$ cat config.mk
export PLATFORM = sky130hd
export DESIGN_NAME = calc_display_seq
export DESIGN_NICKNAME = d
export VERILOG_FILES = /design/src/rtl/calc_display_seq_pkg.sv /design/src/rtl/calc_display_seq_seg7_decode.sv /design/src/rtl/calc_display_seq.sv
export SDC_FILE = /design/constraint.sdc
export NUM_CORES = 1
export LEC_CHECK = 0
export BUFFER_PORTS_ARGS = -buffer_cell sky130_fd_sc_hd__clkbuf_2
export CELL_PAD_IN_SITES_DETAIL_PLACEMENT = 2
export CELL_PAD_IN_SITES_GLOBAL_PLACEMENT = 2
export CORE_ASPECT_RATIO = 1.5
export CORE_MARGIN = 4
export CORE_UTILIZATION = 38
export DETAILED_ROUTE_END_ITERATION = 16
export GPL_ROUTABILITY_DRIVEN = 0
export PLACE_DENSITY = 0.78
export SYNTH_ARGS = -nofsm -noshare
export SYNTH_HDL_FRONTEND = slang
export SYNTH_SLANG_ARGS = --single-unit
export TNS_END_PERCENT = 10
$ cat constraint.sdc
create_clock -name clk -period 3.7 [get_ports clk]
set_input_delay 0.74 -clock clk [delete_from_list [all_inputs] [get_ports clk]]
set_output_delay 0.74 -clock clk [all_outputs]
set_load 0.03 [all_outputs]
$ cat src/rtl/calc_display_seq_pkg.sv
// Shared definitions for the sequential calculator: op codes, FSM states,
// and active-low 7-segment constants.
package calc_display_seq_pkg;

   localparam logic [1:0] OP_ADD = 2'b00;
   localparam logic [1:0] OP_SUB = 2'b01;
   localparam logic [1:0] OP_MUL = 2'b10;

   localparam logic [1:0] ST_IDLE = 2'd0;
   localparam logic [1:0] ST_CALC = 2'd1;
   localparam logic [1:0] ST_CONV = 2'd2;
   localparam logic [1:0] ST_DONE = 2'd3;

   localparam logic [6:0] SEG_BLANK = 7'h7F;
   localparam logic [6:0] SEG_DASH  = 7'h3F;

   // bit0 = a .. bit6 = g, a cleared bit lights the segment
   function automatic logic [6:0] seg_digit(input logic [3:0] d);
      logic [6:0] s;
      case (d)
         4'd0:    s = 7'h40;
         4'd1:    s = 7'h79;
         4'd2:    s = 7'h24;
         4'd3:    s = 7'h30;
         4'd4:    s = 7'h19;
         4'd5:    s = 7'h12;
         4'd6:    s = 7'h02;
         4'd7:    s = 7'h78;
         4'd8:    s = 7'h00;
         4'd9:    s = 7'h10;
         default: s = SEG_BLANK;
      endcase
      return s;
   endfunction

endpackage

$ cat src/rtl/calc_display_seq_seg7_decode.sv
// One BCD digit to active-low 7-segment pattern; non-decimal codes go blank.
module seg7_decode
   import calc_display_seq_pkg::*;
(
   input  logic [3:0] bcd_i,
   output logic [6:0] seg_o
);

   assign seg_o = seg_digit(bcd_i);

endmodule

$ cat src/rtl/calc_display_seq.sv
// Iterative ADD/SUB/MUL calculator with double-dabble conversion to a
// multi-digit active-low 7-segment display; last result is held.
module calc_display_seq
   import calc_display_seq_pkg::*;
#(
   parameter int NBITS   = 8,
   parameter int NDIGITS = 5,
   parameter int LZB     = 1
) (
   input  logic                   clk,
   input  logic                   rst_n,
   input  logic                   in_val,
   output logic                   in_rdy,
   input  logic [NBITS-1:0]       in0,
   input  logic [NBITS-1:0]       in1,
   input  logic [1:0]             op,
   output logic                   out_val,
   input  logic                   out_rdy,
   output logic [2*NBITS-1:0]     result,
   output logic                   err,
   output logic [7*NDIGITS-1:0]   seg
);

   localparam int RBITS = 2 * NBITS;
   localparam int BW    = 4 * NDIGITS + 4;
   localparam int CW    = $clog2(RBITS + 1);

   logic [1:0]           state_q, state_d;
   logic [CW-1:0]        cnt_q, cnt_d;
   logic [1:0]           op_q, op_d;
   logic [RBITS-1:0]     acc_q, acc_d;
   logic [RBITS-1:0]     mcand_q, mcand_d;
   logic [NBITS-1:0]     mplier_q, mplier_d;
   logic                 uflow_q, uflow_d;
   logic [RBITS-1:0]     bin_q, bin_d;
   logic [BW-1:0]        bcd_q, bcd_d;
   logic                 ovf_q, ovf_d;
   logic [RBITS-1:0]     result_q, result_d;
   logic                 err_q, err_d;
   logic [7*NDIGITS-1:0] seg_q, seg_d;

   logic [RBITS-1:0]     operand1;
   logic [RBITS-1:0]     calc_val;
   logic                 calc_last;
   logic [BW-1:0]        bcd_adj;
   logic [BW-1:0]        bcd_shift;
   logic                 ovf_shift;
   logic                 final_err;
   logic [NDIGITS:0]     nz_from;
   logic [7*NDIGITS-1:0] seg_new;

   assign operand1 = {{NBITS{1'b0}}, mplier_q};

   always_comb begin
      calc_val  = mcand_q + operand1;
      calc_last = 1'b1;
      if (op_q == OP_SUB) begin
         calc_val = mcand_q - operand1;
      end else if (op_q == OP_MUL) begin
         calc_val  = mplier_q[0] ? acc_q + mcand_q : acc_q;
         calc_last = (cnt_q == CW'(NBITS - 1));
      end
   end

   always_comb begin
      bcd_adj = bcd_q;
      for (int k = 0; k < NDIGITS + 1; k++) begin
         if (bcd_q[4*k +: 4] >= 4'd5) begin
            bcd_adj[4*k +: 4] = bcd_q[4*k +: 4] + 4'd3;
         end
      end
   end

   // Bits pushed out past the guard digit are remembered, so values needing
   // more than NDIGITS+1 digits still flag overflow.
   assign bcd_shift = {bcd_adj[BW-2:0], bin_q[RBITS-1]};
   assign ovf_shift = ovf_q | bcd_adj[BW-1];
   assign final_err = uflow_q | ovf_shift | (bcd_shift[BW-1 -: 4] != 4'd0);

   assign nz_from[NDIGITS] = 1'b0;
   for (genvar gi = 0; gi < NDIGITS; gi++) begin : g_digit
      logic [3:0] digit;
      logic [6:0] dec;
      logic       show;
      assign digit = bcd_shift[4*gi +: 4];
      seg7_decode u_dec (
         .bcd_i (digit),
         .seg_o (dec)
      );
      assign nz_from[gi] = nz_from[gi+1] | (digit != 4'd0);
      assign show = (gi == 0) || (LZB == 0) || nz_from[gi];
      assign seg_new[7*gi +: 7] = final_err ? SEG_DASH : (show ? dec : SEG_BLANK);
   end

   always_comb begin
      state_d  = state_q;
      cnt_d    = cnt_q;
      op_d     = op_q;
      acc_d    = acc_q;
      mcand_d  = mcand_q;
      mplier_d = mplier_q;
      uflow_d  = uflow_q;
      bin_d    = bin_q;
      bcd_d    = bcd_q;
      ovf_d    = ovf_q;
      result_d = result_q;
      err_d    = err_q;
      seg_d    = seg_q;
      case (state_q)
         ST_IDLE: begin
            if (in_val) begin
               op_d     = op;
               mcand_d  = {{NBITS{1'b0}}, in0};
               mplier_d = in1;
               acc_d    = '0;
               cnt_d    = '0;
               uflow_d  = 1'b0;
               state_d  = ST_CALC;
            end
         end
         ST_CALC: begin
            acc_d    = calc_val;
            mcand_d  = mcand_q << 1;
            mplier_d = mplier_q >> 1;
            cnt_d    = cnt_q + 1'b1;
            if (op_q == OP_SUB) begin
               uflow_d = mplier_q > mcand_q[NBITS-1:0];
            end
            if (calc_last) begin
               bin_d   = calc_val;
               bcd_d   = '0;
               ovf_d   = 1'b0;
               cnt_d   = '0;
               state_d = ST_CONV;
            end
         end
         ST_CONV: begin
            bin_d = bin_q << 1;
            bcd_d = bcd_shift;
            ovf_d = ovf_shift;
            cnt_d = cnt_q + 1'b1;
            // Display registers change only here, so nothing flickers mid-computation.
            if (cnt_q == CW'(RBITS - 1)) begin
               result_d = acc_q;
               err_d    = final_err;
               seg_d    = seg_new;
               state_d  = ST_DONE;
            end
         end
         ST_DONE: begin
            if (out_rdy) begin
               state_d = ST_IDLE;
            end
         end
         default: state_d = ST_IDLE;
      endcase
   end

   always_ff @(posedge clk or negedge rst_n) begin
      if (!rst_n) begin
         state_q  <= ST_IDLE;
         cnt_q    <= '0;
         op_q     <= OP_ADD;
         acc_q    <= '0;
         mcand_q  <= '0;
         mplier_q <= '0;
         uflow_q  <= 1'b0;
         bin_q    <= '0;
         bcd_q    <= '0;
         ovf_q    <= 1'b0;
         result_q <= '0;
         err_q    <= 1'b0;
         seg_q    <= {NDIGITS{SEG_BLANK}};
      end else begin
         state_q  <= state_d;
         cnt_q    <= cnt_d;
         op_q     <= op_d;
         acc_q    <= acc_d;
         mcand_q  <= mcand_d;
         mplier_q <= mplier_d;
         uflow_q  <= uflow_d;
         bin_q    <= bin_d;
         bcd_q    <= bcd_d;
         ovf_q    <= ovf_d;
         result_q <= result_d;
         err_q    <= err_d;
         seg_q    <= seg_d;
      end
   end

   assign in_rdy  = (state_q == ST_IDLE);
   assign out_val = (state_q == ST_DONE);
   assign result  = result_q;
   assign err     = err_q;
   assign seg     = seg_q;

endmodule

* After elaboration in Yosys (flattened, before gate mapping) *
Memories as Yosys holds them, arrays and structs flattened.
Index checks and enable logic that the tools add are counted.

cells by class
  bitwise logic cells = 6
  reductions and logical operators = 16
  $lt $le $gt $ge = 7
  multiplexer cells = 43
  eq/ne operators = 12
  add/sub/neg operators = 10

operators with widths
  cell                                                               count
  2-to-1 mux 16 bit                                                  6
  one-hot mux 16 bit (2 select lines)                                3
  2-to-1 mux 7 bit                                                   9
  one-hot mux 24 bit (2 select lines)                                1
  adder 4 x 2 -> 4 bit, second input constant                        6
  greater-or-equal comparator 4 x 3 -> 1 bit, second input constant  6
  2-to-1 mux 24 bit                                                  1
  2-to-1 mux 4 bit                                                   6
  nonzero test 4 bit                                                 5
  adder 16 bit                                                       1
  adder 16 x 8 -> 16 bit                                             1
  one-hot mux 8 bit (2 select lines)                                 1
  subtractor 16 x 8 -> 16 bit                                        1
  one-hot mux 5 bit (3 select lines)                                 1
  2-to-1 mux 5 bit                                                   2
  AND reduction 2 bit                                                5
  greater-than comparator 8 bit                                      1
  2-to-1 mux 2 bit                                                   4
  2-to-1 mux 8 bit                                                   1
  != test 2 bit, second input constant                               4
  one-hot mux 2 bit (4 select lines)                                 1
  == test 2 bit, second input constant                               3
  bitwise OR 1 bit                                                   6
  adder 5 x 1 -> 5 bit, second input constant                        1
  other kinds (11)                                                   18

storage, ports and cells
  memories kept = 5
  register bits = 143
  bits of input ports = 22
  word-level logic and storage cells = 112
  bits in read-only memories = 560
  output and inout bits = 54

memory list
  memory            words  bits a word  rd ports  clocked after memory_dff  wr ports  line                        source
  (name not given)  16     7            1         0                         0         calc_display_seq_pkg.sv:20  case (d)
  (name not given)  16     7            1         0                         0         calc_display_seq_pkg.sv:20
  (name not given)  16     7            1         0                         0         calc_display_seq_pkg.sv:20
  (name not given)  16     7            1         0                         0         calc_display_seq_pkg.sv:20
  (name not given)  16     7            1         0                         0         calc_display_seq_pkg.sv:20

* Depth between registers and ports, before layout *
  depth in word-level cells = 8
  mapped depth = 12
  depth with buffers taken out = 12

* Modules after synthesis *
Synthesis repeated with hierarchy kept, for this count alone.

unflattened totals
  cells, all modules = 1132
  area total of the unflattened synthesis = 9997.1 um2

modules (own cells, without submodules)
  module                              area each (um2)  cells an instance  seq. area each (um2)  times used
  calc_display_seq                    8982.4           981                3622.2                1
  seg7_decode (g_digit[2].u_dec ...)  203.9            30                 0.0                   3
  seg7_decode (g_digit[1].u_dec)      202.7            30                 0.0                   1
  seg7_decode (g_digit[0].u_dec)      200.2            31                 0.0                   1

* Worst setup path before layout *
No wires, ideal clock.

  path type = reg-to-reg
  from = register mcand_q[1]
  to = register bin_q[11]
  data arrival time = 2.522 ns
  slack = 1.036 ns
  path buffers = 0
  data required time = 3.558 ns
  stages on the path, launching flop included = 10
  period minus slack after synthesis = 2.664 ns
  library setup time = 0.142 ns
  path through = dfrtp_1 > inv_1 > ha_1 > nor2b_1 > o2111ai_1 > nand3_1 > a2111oi_0 > xor2_1 > a2111oi_2 > o221ai_1

on the way
  word-level cells in the longest chain between the ends = 6
  elaborated cells on any way between the ends = 8
  those cells by class = add/sub (3); mux (5)

RTL lines
  element                                line                     source
  start, declared                        calc_display_seq.sv:32   logic [RBITS-1:0] mcand_q, mcand_d;
  start signal, assigned                 calc_display_seq.sv:179  mcand_q <= mcand_d;
  adder 16 bit                           calc_display_seq.sv:60   calc_val = mplier_q[0] ? acc_q + mcand_q : acc_q;
  2-to-1 mux 16 bit                      calc_display_seq.sv:60
  2-to-1 mux 16 bit                      calc_display_seq.sv:59   end else if (op_q == OP_MUL) begin
  2-to-1 mux 16 bit *                    calc_display_seq.sv:57   if (op_q == OP_SUB) begin
  2-to-1 mux 16 bit *                    calc_display_seq.sv:129  if (calc_last) begin
  one-hot mux 16 bit (2 select lines) *  calc_display_seq.sv:109  case (state_q)
  end signal, assigned                   calc_display_seq.sv:182  bin_q <= bin_d;
  end, declared                          calc_display_seq.sv:35   logic [RBITS-1:0] bin_q, bin_d;

Every way passes the cells marked *; elsewhere a longest branch is shown, timed or not. The select of a mux whose other input is x is not followed.
A chain may end at the register's enable or synchronous reset.

* Final worst setup path *
  from = register bcd_q[12]
  to = register seg_q[7] (netlist: seg[7])

on the way
  word-level cells in the longest chain between the ends = 8
  elaborated cells on any way between the ends = 10
  those cells by class = add/sub (1); order compare (1); mux (3); bitwise (3); reduce/logical (2)

RTL lines
  element                                                                                    line                                            source
  start, declared                                                                            calc_display_seq.sv:36                          logic [BW-1:0] bcd_q, bcd_d;
  start signal, assigned                                                                     calc_display_seq.sv:169                         bcd_q <= '0;
  start signal, assigned                                                                     calc_display_seq.sv:183                         bcd_q <= bcd_d;
  adder 4 x 2 -> 4 bit / greater-or-equal comparator 4 x 3 -> 1 bit (equally long branches)  calc_display_seq.sv:69, calc_display_seq.sv:68
  2-to-1 mux 4 bit *                                                                         calc_display_seq.sv:68                          if (bcd_q[4*k +: 4] >= 4'd5) begin
  nonzero test 4 bit                                                                         calc_display_seq.sv:90                          assign nz_from[gi] = nz_from[gi+1] | (digit != 4'd0);
  bitwise OR 1 bit * (3 in a row)                                                            calc_display_seq.sv:90
  2-to-1 mux 7 bit * (2 in a row)                                                            calc_display_seq.sv:92                          assign seg_new[7*gi +: 7] = final_err ? SEG_DASH : (show ? dec : SEG_BLANK);
  end signal, assigned                                                                       calc_display_seq.sv:173                         seg_q <= {NDIGITS{SEG_BLANK}};
  end signal, assigned                                                                       calc_display_seq.sv:187                         seg_q <= seg_d;
  end, declared                                                                              calc_display_seq.sv:40                          logic [7*NDIGITS-1:0] seg_q, seg_d;

Every way passes the cells marked *; elsewhere a longest branch is shown, timed or not.

==> results.toml <==
[outcome]
status = "completed"

[timing]
period_needed_ns = 3.36
fin_crit_sh = 0.908
slew_violations = 0
whs_ns = 0.300
worst_slew_pin_slew_ns = 0.986
max_freq_mhz = 298
setup_slack_ns = 0.341
slew_headroom = 0.343
setup_tns_ns = 0
fin_skew_ns = 0.00520
hold_viol_final = 0
setup_violations = 0
rsz0062_at_grt = "no"

[cells_and_area]
final_nets = 1299
fill_cells = 2802
final_common_cell = "nand2_1"
utilization = 0.446
final_cell_mix = "nand2_1, dfrtp_1, o21ai_0, nor2_1, ha_1"
area_growth_pct = 15.1
drive_above_1_share = 0.164
antenna_cells = 0

[worst_setup_path]
criticalPathCategory = "flop to flop"
rr_worst_depth = 11
startpoint = "bcd_q[12]$_DFFE_PN0P_"
timing.rr.end = "seg[7]$_DFFE_PN1P_"
arrival_ns = 3.74
crit_required_ns = 4.08
crit_path_end = "seg[7]$_DFFE_PN1P_"
critPathCaptureType = "flop"
timing.rr.start = "bcd_q[12]$_DFFE_PN0P_"
path_max_fanout = 8
reg2reg_slack_ns = 0.34
start_kind = "flop"

[synthesis]
syn_inst = 1120
synth_area_um2 = 9780
ys_ff_latch = 143
avgSynthCellArea_um2 = 8.73
synth_top_cell_area_share = 0.276
synth_warnings = 0
ys_dominant_reg_cell = "dfrtp_1"
synthDistinctLibCells = 75
async_reset_ff_frac = 1.00
ys_seq_area_frac = 0.371
yosysTopAreaCell = "dfrtp_1"
synth_fp_nets = 1228
synth_edf_count = 0
synth.top_cells.by_area = "dfrtp_1, ha_1, dfstp_2, nand2_1, o21ai_0"

[detailed_routing]
dr.pass1.iters = 5
viasPerCell = 5.81
via_count = 8904
drc = 0
wl_per_cell_um = 22.0
drtIter0Drc = 368
totalWireLength_um = 33700
antenna_left = 0

[floorplan]
row_count = 71
initial_core_util = 0.387
die_y_um = 204
ioPinCount = 76
die_area_um2 = 28400
die_w_um = 139
fp.coreArea_um2 = 25200

[global_route]
grt.total_usage = 0.242
grt_overflow = 0
grt_pass1_vias = 10038
antenna_found_initial = 0
grt_pass1_wl_um = 54800
grt_max_degree = 80

[clocking]
ctsHoldBuffers = 0
clock_latency_ns = 0.44
cts_tree = "yes"
clkTransAtPathRegs_ns = 0.06
cts_setup_buffers = 0
cts_made_buffers = 17
clockBufferDepth = 2
root_buffer = "clkbuf_16"
htreeDepth = 4
cts_resized = 0
cts.sinks = 143

[placement]
port_buffers = 75
place_ws_ns = 0.443
dp_hpwl_um = 24700

[pwr]
leakage_uw = 0.00519
total_power_uw = 9840
power_per_cell_area_nw_per_um2 = 875
peakVddDrop_mv = 0.429

[hold_path]
worstHoldPathType = "input port to async pin"

[job]
maxCapViolations = 0
[stage by stage]
step / instance area, µm² / cells
after floorplan: 9780 / 1120
after global placement: 10600 / 1500
after detailed placement: 10600 / 1500
after CTS: 11200 / 1532
after global routing: 11200 / 1532
final: 11200 / 1532
[worst max-delay path: stages, from the launching register on]
cell      delay (ns)
dfrtp_1         0.39
inv_1           0.10
ha_1            0.27
nand2b_1        0.12
a21oi_1         0.12
xnor2_1         0.62
ha_1            0.31
nand3_1         0.21
nor4_4          0.45
a41oi_1         0.31
nand2_1         0.23
o22a_1          0.16
[report_power, final]
| group | switching [µW] | internal [µW] |
|---|---|---|
| Sequential | 457 | 1910 |
| Clock | 707 | 1250 |
| Combinational | 3520 | 2000 |
| Total | 4680 | 5150 |
[synth_stat cells (all sizes together), types with 17 or more instances]
cell and n:
nand2 144, dfrtp 108, o21ai 108, ha 83, nor2 83, a21oi 75
inv 57, clkbuf 39, dfstp 35, mux2i 33, nand3 23, nor3 19
o22ai 18, o22a 17
[worst min path at each step]
stage | slack, ns | depth (start not counted) | end | startpoint
floorplan | 0.44 | 0 | acc_q[0]$_DFFE_PN0P_ | rst_n
global placement | 0.46 | 2 | result[14]$_DFFE_PN0P_ | result[14]$_DFFE_PN0P_
detailed placement | 0.47 | 2 | result[12]$_DFFE_PN0P_ | result[12]$_DFFE_PN0P_
CTS | 0.33 | 1 | bcd_q[14]$_DFFE_PN0P_ | rst_n
global route | 0.34 | 1 | err$_DFFE_PN0P_ | rst_n
finish | 0.30 | 1 | bcd_q[14]$_DFFE_PN0P_ | rst_n
[kinds of logic after synthesis]
| kind of cell | count (synthesis) | synth area share |
|---|---|---|
| simple gates | 377 | 0.186 |
| compound gates | 334 | 0.217 |
| flops | 143 | 0.371 |
| buf+inv | 109 | 0.0433 |
| fa+ha+maj | 86 | 0.112 |
| mux | 44 | 0.0465 |
| xor+xnor | 27 | 0.0242 |
[registers in the layout, summed over array words and instances (netlist names)]
signal	cells
op_q	2
seg	35
bcd_q	24
uflow_q	1
cnt_q	5
state_q	2
bin_q	16
mcand_q	16
err	1
result	16
mplier_q	8
acc_q	16
ovf_q	1
[metal layers]
| layer | vias to the layer above | global-route usage | wire, µm |
|---|---|---|---|
| met1 | 4589 | 0.255 | 12900 |
| met3 | 60 | 0.0286 | 603 |
| met4 | 0 | 0.0979 | 1150 |
| met5 | - | 0 | 0 |
| met2 | 112 | 0.479 | 19100 |
| li1 | 4143 | - | - |
[cell type report]
class / count / area [µm²] / area share
Multi-Input combinational cell: 868 / 5740 / 0.510
Timing Repair Buffer: 103 / 604 / 0.0537
Inverter: 58 / 218 / 0.0194
Tap cell: 328 / 410 / 0.0365
Clock inverter: 11 / 185 / 0.0165
Sequential cell: 143 / 3620 / 0.322
Clock buffer: 21 / 470 / 0.0418
No activity file was read; power rests on OpenSTA's default activity.
